<file path="config.mk">
export PLATFORM = sky130hd
export DESIGN_NAME = fir_decimator
export DESIGN_NICKNAME = d
export VERILOG_FILES = /design/src/rtl/fir_decimator.sv
export SDC_FILE = /design/constraint.sdc
export NUM_CORES = 1
export LEC_CHECK = 0
export BUFFER_PORTS_ARGS = -buffer_cell sky130_fd_sc_hd__buf_2
export CORE_ASPECT_RATIO = 0.7
export CORE_MARGIN = 8
export CORE_UTILIZATION = 40
export DETAILED_ROUTE_END_ITERATION = 10
export HOLD_SLACK_MARGIN = 0.03
export PLACE_DENSITY_LB_ADDON = 0.1
export SYNTH_ARGS = -nofsm -noshare
export SYNTH_HDL_FRONTEND = slang
export SYNTH_SLANG_ARGS = --single-unit
</file>
<file path="constraint.sdc">
create_clock -name clk -period 6.6 [get_ports clk]
set_input_delay 0.33 -clock clk [delete_from_list [all_inputs] [get_ports clk]]
set_output_delay 0.33 -clock clk [all_outputs]
set_load 0.02 [all_outputs]
</file>
<file path="src/rtl/fir_decimator.sv">
// rtl/fir_decimator.sv - settle gate, 1-in-DECIM decimator and output FIFO on a valid/ready stream
module fir_decimator #(
  parameter int DW     = 8,
  parameter int DECIM  = 4,
  parameter int SETTLE = 76,
  parameter int DEPTH  = 8
) (
  input  logic                       clk,
  input  logic                       rst,
  input  logic [DW-1:0]              in_sig,
  output logic [DW-1:0]              out_data,
  output logic                       out_valid,
  input  logic                       out_ready,
  output logic [$clog2(DEPTH+1)-1:0] fill,
  output logic                       overflow
);

  localparam int SW = (SETTLE > 0) ? $clog2(SETTLE + 1) : 1;
  localparam int PW = (DECIM > 1) ? $clog2(DECIM) : 1;
  localparam int AW = $clog2(DEPTH);
  localparam int FW = $clog2(DEPTH + 1);

  logic [SW-1:0] settle_cnt;
  logic [PW-1:0] phase;
  logic [DW-1:0] mem [DEPTH];
  logic [AW-1:0] rd_ptr, wr_ptr, rd_next;
  logic          settled, keep, full, pop, store;

  assign settled   = (settle_cnt == SW'(SETTLE));
  assign keep      = settled && (phase == '0);
  assign full      = (fill == FW'(DEPTH));
  assign out_valid = (fill != '0);
  assign pop       = out_valid && out_ready;
  // A full FIFO still accepts a sample when the head leaves on the same edge.
  assign store     = keep && (!full || pop);
  assign rd_next   = rd_ptr + AW'(1);

  always_ff @(posedge clk) begin
    if (store) mem[wr_ptr] <= in_sig;
  end

  always_ff @(posedge clk) begin
    if (rst) begin
      settle_cnt <= '0;
      phase      <= '0;
      rd_ptr     <= '0;
      wr_ptr     <= '0;
      fill       <= '0;
      overflow   <= 1'b0;
      out_data   <= '0;
    end else begin
      if (!settled) settle_cnt <= settle_cnt + SW'(1);
      else          phase      <= (phase == PW'(DECIM - 1)) ? '0 : phase + PW'(1);

      if (store) wr_ptr <= wr_ptr + AW'(1);
      if (pop)   rd_ptr <= rd_next;
      if (keep && full && !pop) overflow <= 1'b1;

      case ({store, pop})
        2'b10:   fill <= fill + FW'(1);
        2'b01:   fill <= fill - FW'(1);
        default: fill <= fill;
      endcase

      // out_data is a registered copy of the head so it holds after the last pop.
      if (pop) begin
        if (fill > FW'(1)) out_data <= mem[rd_next];
        else if (store)    out_data <= in_sig;
      end else if (store && !out_valid) begin
        out_data <= in_sig;
      end
    end
  end

endmodule

</file>
# Word-level counts from Yosys, hierarchy flattened
# Memory sizes are Yosys's and may differ from the RTL's.
# Cells that the tools add are included.
dict set report op_classes {
  n_reduce_logical 15
  eq_ne 6
  n_addsub 6
  mux 8
  order_cmp 1
}
# operator count
set op_table {}
lappend op_table {{8-bit 2-to-1 mux} 4}
lappend op_table {{4-bit one-hot mux with 2 select lines} 1}
lappend op_table {{7-bit by 1-bit adder with 7-bit output (second input constant)} 1}
lappend op_table {{7-bit equality test (second input constant)} 1}
lappend op_table {{3-bit by 1-bit adder with 3-bit output (second input constant)} 2}
lappend op_table {{1-bit logical AND} 6}
lappend op_table {{4-bit by 1-bit adder with 4-bit output (second input constant)} 1}
lappend op_table {{2-bit equality test (second input constant)} 2}
lappend op_table {{4-bit equality test (second input constant)} 1}
lappend op_table {{4-bit by 1-bit greater-than comparator with 1-bit output (second input constant)} 1}
lappend op_table {{2-bit nonzero test} 2}
lappend op_table {{4-bit nonzero test} 1}
lappend op_table {{4-bit by 1-bit subtractor with 4-bit output (second input constant)} 1}
lappend op_table {{1-bit zero test} 3}
lappend op_table {{3-bit by 1-bit != test with 1-bit output (second input constant)} 1}
lappend op_table {{2-bit by 1-bit adder with 2-bit output (second input constant)} 1}
lappend op_table {{2-bit by 1-bit equality test with 1-bit output (second input constant)} 1}
lappend op_table {{2-bit zero test} 1}
lappend op_table {{1-bit 2-to-1 mux} 2}
lappend op_table {{2-bit 2-to-1 mux} 1}
lappend op_table {{2-bit AND reduction} 1}
lappend op_table {{1-bit logical OR} 1}
dict set report totals {
  memories 1
  input_bits 11
  ff_bits 28
  ram_bits 64
}
# memory words word_bits read_ports rd_clocked_by_memory_dff write_ports line
set mem_list {}
lappend mem_list {mem 8 8 1 0 1 25} ;# logic [DW-1:0] mem [DEPTH];

# Longest topological paths before layout
dict set report logic_depth {
  word_depth 7
  depth_mapped 8
}

# Worst setup path before layout
# Ideal clock, no wire load.
dict set report synth_path {
  path_type {flip-flop to flip-flop}
  start {register fill[0]}
  end {memory mem[0][0] (enable)}
  arrival_time_ns 2.164
  setup_ns 0.383
  slack_ns 4.052
  stages_incl_launch_ff 7
  synth_period_minus_slack_ns 2.548
  path_cell_list {dfxtp_1 inv_1 ha_1 and4bb_2 nor3_2 nand2b_1 nor3_1}
}
dict set report synth_between {
  elab_chain_len 6
  elab_cells_between_ends 8
  classes_between {1 x eq/ne; 2 x mux; 5 x reduce/logical}
}
# item line
set synth_rtl {}
lappend synth_rtl {{from (decl)} 14} ;# output logic [$clog2(DEPTH+1)-1:0] fill,
lappend synth_rtl {{from (signal assigned)} 60} ;# 2'b10: fill <= fill + FW'(1);
lappend synth_rtl {{from (signal assigned)} 61} ;# 2'b01: fill <= fill - FW'(1);
lappend synth_rtl {{from (signal assigned)} 62} ;# default: fill <= fill;
lappend synth_rtl {{4-bit equality test / 4-bit nonzero test (equally long branches)} {31, 32}}
lappend synth_rtl {{1-bit zero test / 1-bit logical AND (equally long branches)} {35, 33}}
lappend synth_rtl {{1-bit logical OR *} 35} ;# assign store = keep && (!full || pop);
lappend synth_rtl {{1-bit logical AND *} 35}
lappend synth_rtl {{1-bit 2-to-1 mux *} 39} ;# if (store) mem[wr_ptr] <= in_sig;
lappend synth_rtl {{1-bit 2-to-1 mux (not written as such) *} 39}
lappend synth_rtl {{to (decl)} 25}
# Every way passes the cells marked *; elsewhere a longest branch is shown, timed or not.

# Final worst setup path
dict set report layout_path {
  start {register fill[0]}
  end {memory mem[4][4] (enable)}
}
# Same word-level chain as after synthesis.

==> impl_metrics.json <==
{
  "yosysSeqAreaShare": 0.639,
  "grt_pass1_wl_um": 12000,
  "syn_nets": 276,
  "grt_start_max_net_pins": 31,
  "max_stage_delay_ns": 0.88,
  "highest_layer": "met4",
  "clk_pin_slew_worst_paths_ns": 0.07,
  "num_antenna_cells": 0,
  "end_kind": "register",
  "synthCells": 256,
  "htree_levels": 3,
  "ys.flop_type": "edfxtp_1",
  "hold_class": "in2reg",
  "crit_chain": "inv_1 -> ha_1 -> and4bb_2 -> nor3_2 -> nand2_1 -> nor3_1",
  "die_w_um": 134,
  "arrival_ns": 2.74,
  "ios": 25,
  "ir_drop_mv": 0.180,
  "critPathTopFamily": "simple AND/OR/NAND/NOR gates",
  "drive_above_1_share": 0.230,
  "dr.pass1.iters": 4,
  "cp-endpoint": "mem[4][4]",
  "dieArea_mm2": 0.0132,
  "synth_area_mm2": 0.00388,
  "outcome": "finished clean",
  "powerDensity_mw_per_mm2": 380,
  "clock-root-buffer": "clkbuf_16",
  "cp_max_fo": 8,
  "clock_path_buffers": 2,
  "ant_nets": 0,
  "critPathKind": "reg2reg",
  "postCtsSetupBuffers": 0,
  "dp.cells": 399,
  "detail_route.wl_per_cell_um": 18.2,
  "power_mw": 1.68,
  "grt_util_all_layers": 0.120,
  "yosysTopAreaCell": "edfxtp_1",
  "hold_buffers": 0,
  "antenna_found_initial": 0,
  "finalSetupViolations": 0,
  "max_freq_mhz": 358,
  "numCtsBuffers": 9,
  "startpoint_type": "register",
  "first_global_vias": 2041,
  "synth_edf_count": 64,
  "fin_crit_sh": 0.423,
  "reg2reg_slack_ns": 3.81,
  "leakagePower_nw": 1.48,
  "hpwl_um": 5050,
  "fin_worst_skew_ns": 0.00793,
  "vias": 2076,
  "start_util": 0.406,
  "die-height_um": 98.4,
  "totalWireLength_um": 7540,
  "cp_slowest_cell": "nor3_1",
  "crit_buf_inv": 1,
  "fin_util": 0.462,
  "cap_violations": 0,
  "hold_violations": 0,
  "ys_ff_latch": 92,
  "io_buffer_count": 24,
  "worstSetupPathDepth": 6,
  "slew_viol_final": 0,
  "crit_start": "fill[0]",
  "r2r_end": "mem[4][4]",
  "tns_ns": 0,
  "met3_length_um": 685,
  "synth_cell_types": 39,
  "avgSynthCellArea_um2": 15.2,
  "rsz0062_at_grt": "false",
  "synth_top_area_frac": 0.495,
  "slew_headroom": 0.248,
  "rr_startpoint": "fill[0]",
  "nNetsFinal": 302,
  "cts_sinks": 92,
  "coreArea_mm2": 0.00957,
  "fin_cells": 415,
  "required_ns": 6.55,
  "ys_async_sr_fraction": 0,
  "route.detailed.drc": 0,
  "gr-total-overflow": 0,
  "cts_resized": 0,
  "dr_wl_met2_um": 3200,
  "core.rowCount": 30,
  "gp_congestion": 0.766,
  "area_growth_pct": 13.9,
  "synth_warnings": 0,
  "tightestPinTransition_ns": 1.12,
  "rr_worst_depth": 6,
  "drt-vias-per-instance": 5.00,
  "clock_latency_ns": 0.34,
  "min_period_ns": 2.79,
  "met1Wirelength_um": 3600,
  "synth.area.top_cells": "edfxtp_1 49%, dfxtp_1 14%, mux4_2 9.3%, ha_1 2.9%, mux2i_1 2.6%",
  "drt_iter0_markers": 193,
  "cts_tree": "done"
}
==> cell type report <==
| class | instances | area (µm²) |
|---|---|---|
| multi-input cells | 146 | 1300 |
| clock inverters | 6 | 88.8 |
| well taps | 128 | 160 |
| flip-flops and latches | 92 | 2480 |
| clock buffers | 10 | 229 |
| repair buffers | 26 | 135 |
| fillers | 838 | 5150 |
| inverters | 7 | 26.3 |
==> layer usage <==
layer	track usage	vias up
li1	-	1025
met3	0.0483	6
met1	0.170	995
met2	0.166	50
met5	0	-
met4	0.0275	0
==> worst register-to-register path: cells and delay by family, from the launching register on <==
family / cells / cell delay [ns]
adders and majority gates: 1 / 0.25
buffers and inverters: 1 / 0.10
and+or+nand+nor: 4 / 1.67
DFF: 1 / 0.40
==> layout by cell type (no fill, tap or decap), types with 2 or more instances in the layout <==
| cell | netlist | layout |
|---|---|---|
| a21oi_1 | 9 | 9 |
| buf_2 | 4 | 24 |
| buf_4 | 3 | 2 |
| bufinv_16 | 0 | 2 |
| clkbuf_16 | 0 | 9 |
| clkinv_4 | 0 | 2 |
| dfxtp_1 | 28 | 28 |
| edfxtp_1 | 64 | 64 |
| ha_1 | 9 | 9 |
| inv_1 | 7 | 7 |
| mux2i_1 | 10 | 10 |
| mux4_2 | 16 | 16 |
| nand2_1 | 8 | 8 |
| nand2b_1 | 11 | 11 |
| nand3_1 | 12 | 12 |
| nand4_1 | 2 | 2 |
| nor2_1 | 24 | 24 |
| nor3_1 | 5 | 5 |
| o221ai_1 | 8 | 8 |
| xnor2_1 | 5 | 5 |
| xor2_1 | 8 | 8 |
==> worst min-delay path by stage <==
stage / cells after the start / end / startpoint / slack, ns
after floorplan: 0 / mem[0][0] / in_sig[0] / 0.43
final: 1 / mem[5][4] / in_sig[4] / 0.29
after global routing: 1 / mem[7][5] / in_sig[5] / 0.29
after CTS: 1 / mem[6][4] / in_sig[4] / 0.27
after detailed placement: 2 / rd_ptr[1] / rd_ptr[1] / 0.46
after global placement: 2 / rd_ptr[1] / rd_ptr[1] / 0.45
==> Yosys cell counts (all sizes together) (2+ instances only) <==
cell type and n:
nand2 8, xor2 9, edfxtp 64, clkbuf 2
mux4 16, nand3 12, nand2b 11, mux2i 10
inv 7, xnor2 5, buf 9, nor2 25
nand4 2, o221ai 8, a21oi 9, o21ai 2
dfxtp 28, nor3 6, ha 9
==> per-stage QoR <==
stage	setup WS [ns]	instance area (µm²)	hold WS, ns
2_1_floorplan	4.05	3880	0.429
3_3_place_gp	3.91	4110	0.448
3_5_place_dp	3.79	4110	0.460
4_1_cts	3.72	4420	0.274
5_1_grt	3.61	4420	0.290
6_report	3.81	4420	0.290
==> state kept, by name, summed over array words and instances (netlist names) <==
signal,flops
phase,2
settle_cnt,7
rd_ptr,3
mem,64
wr_ptr,3
fill,4
overflow,1
out_data,8
==> kinds of logic (layout without fill, tap and decap cells) <==
kind of cell	count (synthesis)	after routing	synth area share
adder cells (fa/ha/maj)	9	9	0.0290
flip-flops	92	92	0.639
multiplexers	26	26	0.119
XOR/XNOR	14	14	0.0335
buffers and inverters	18	49	0.0255
AND/OR/NAND/NOR	72	72	0.101
AO/OA/AOI/OAI	25	25	0.0528
==> report_power, final <==
part,leakage (nW),internal (mW),switching (mW)
clock network,0.150,0.332,0.208
logic,0.523,0.190,0.267
registers,0.804,0.654,0.0293
total,1.48,1.18,0.504
Power figures use the tool's default switching activity.
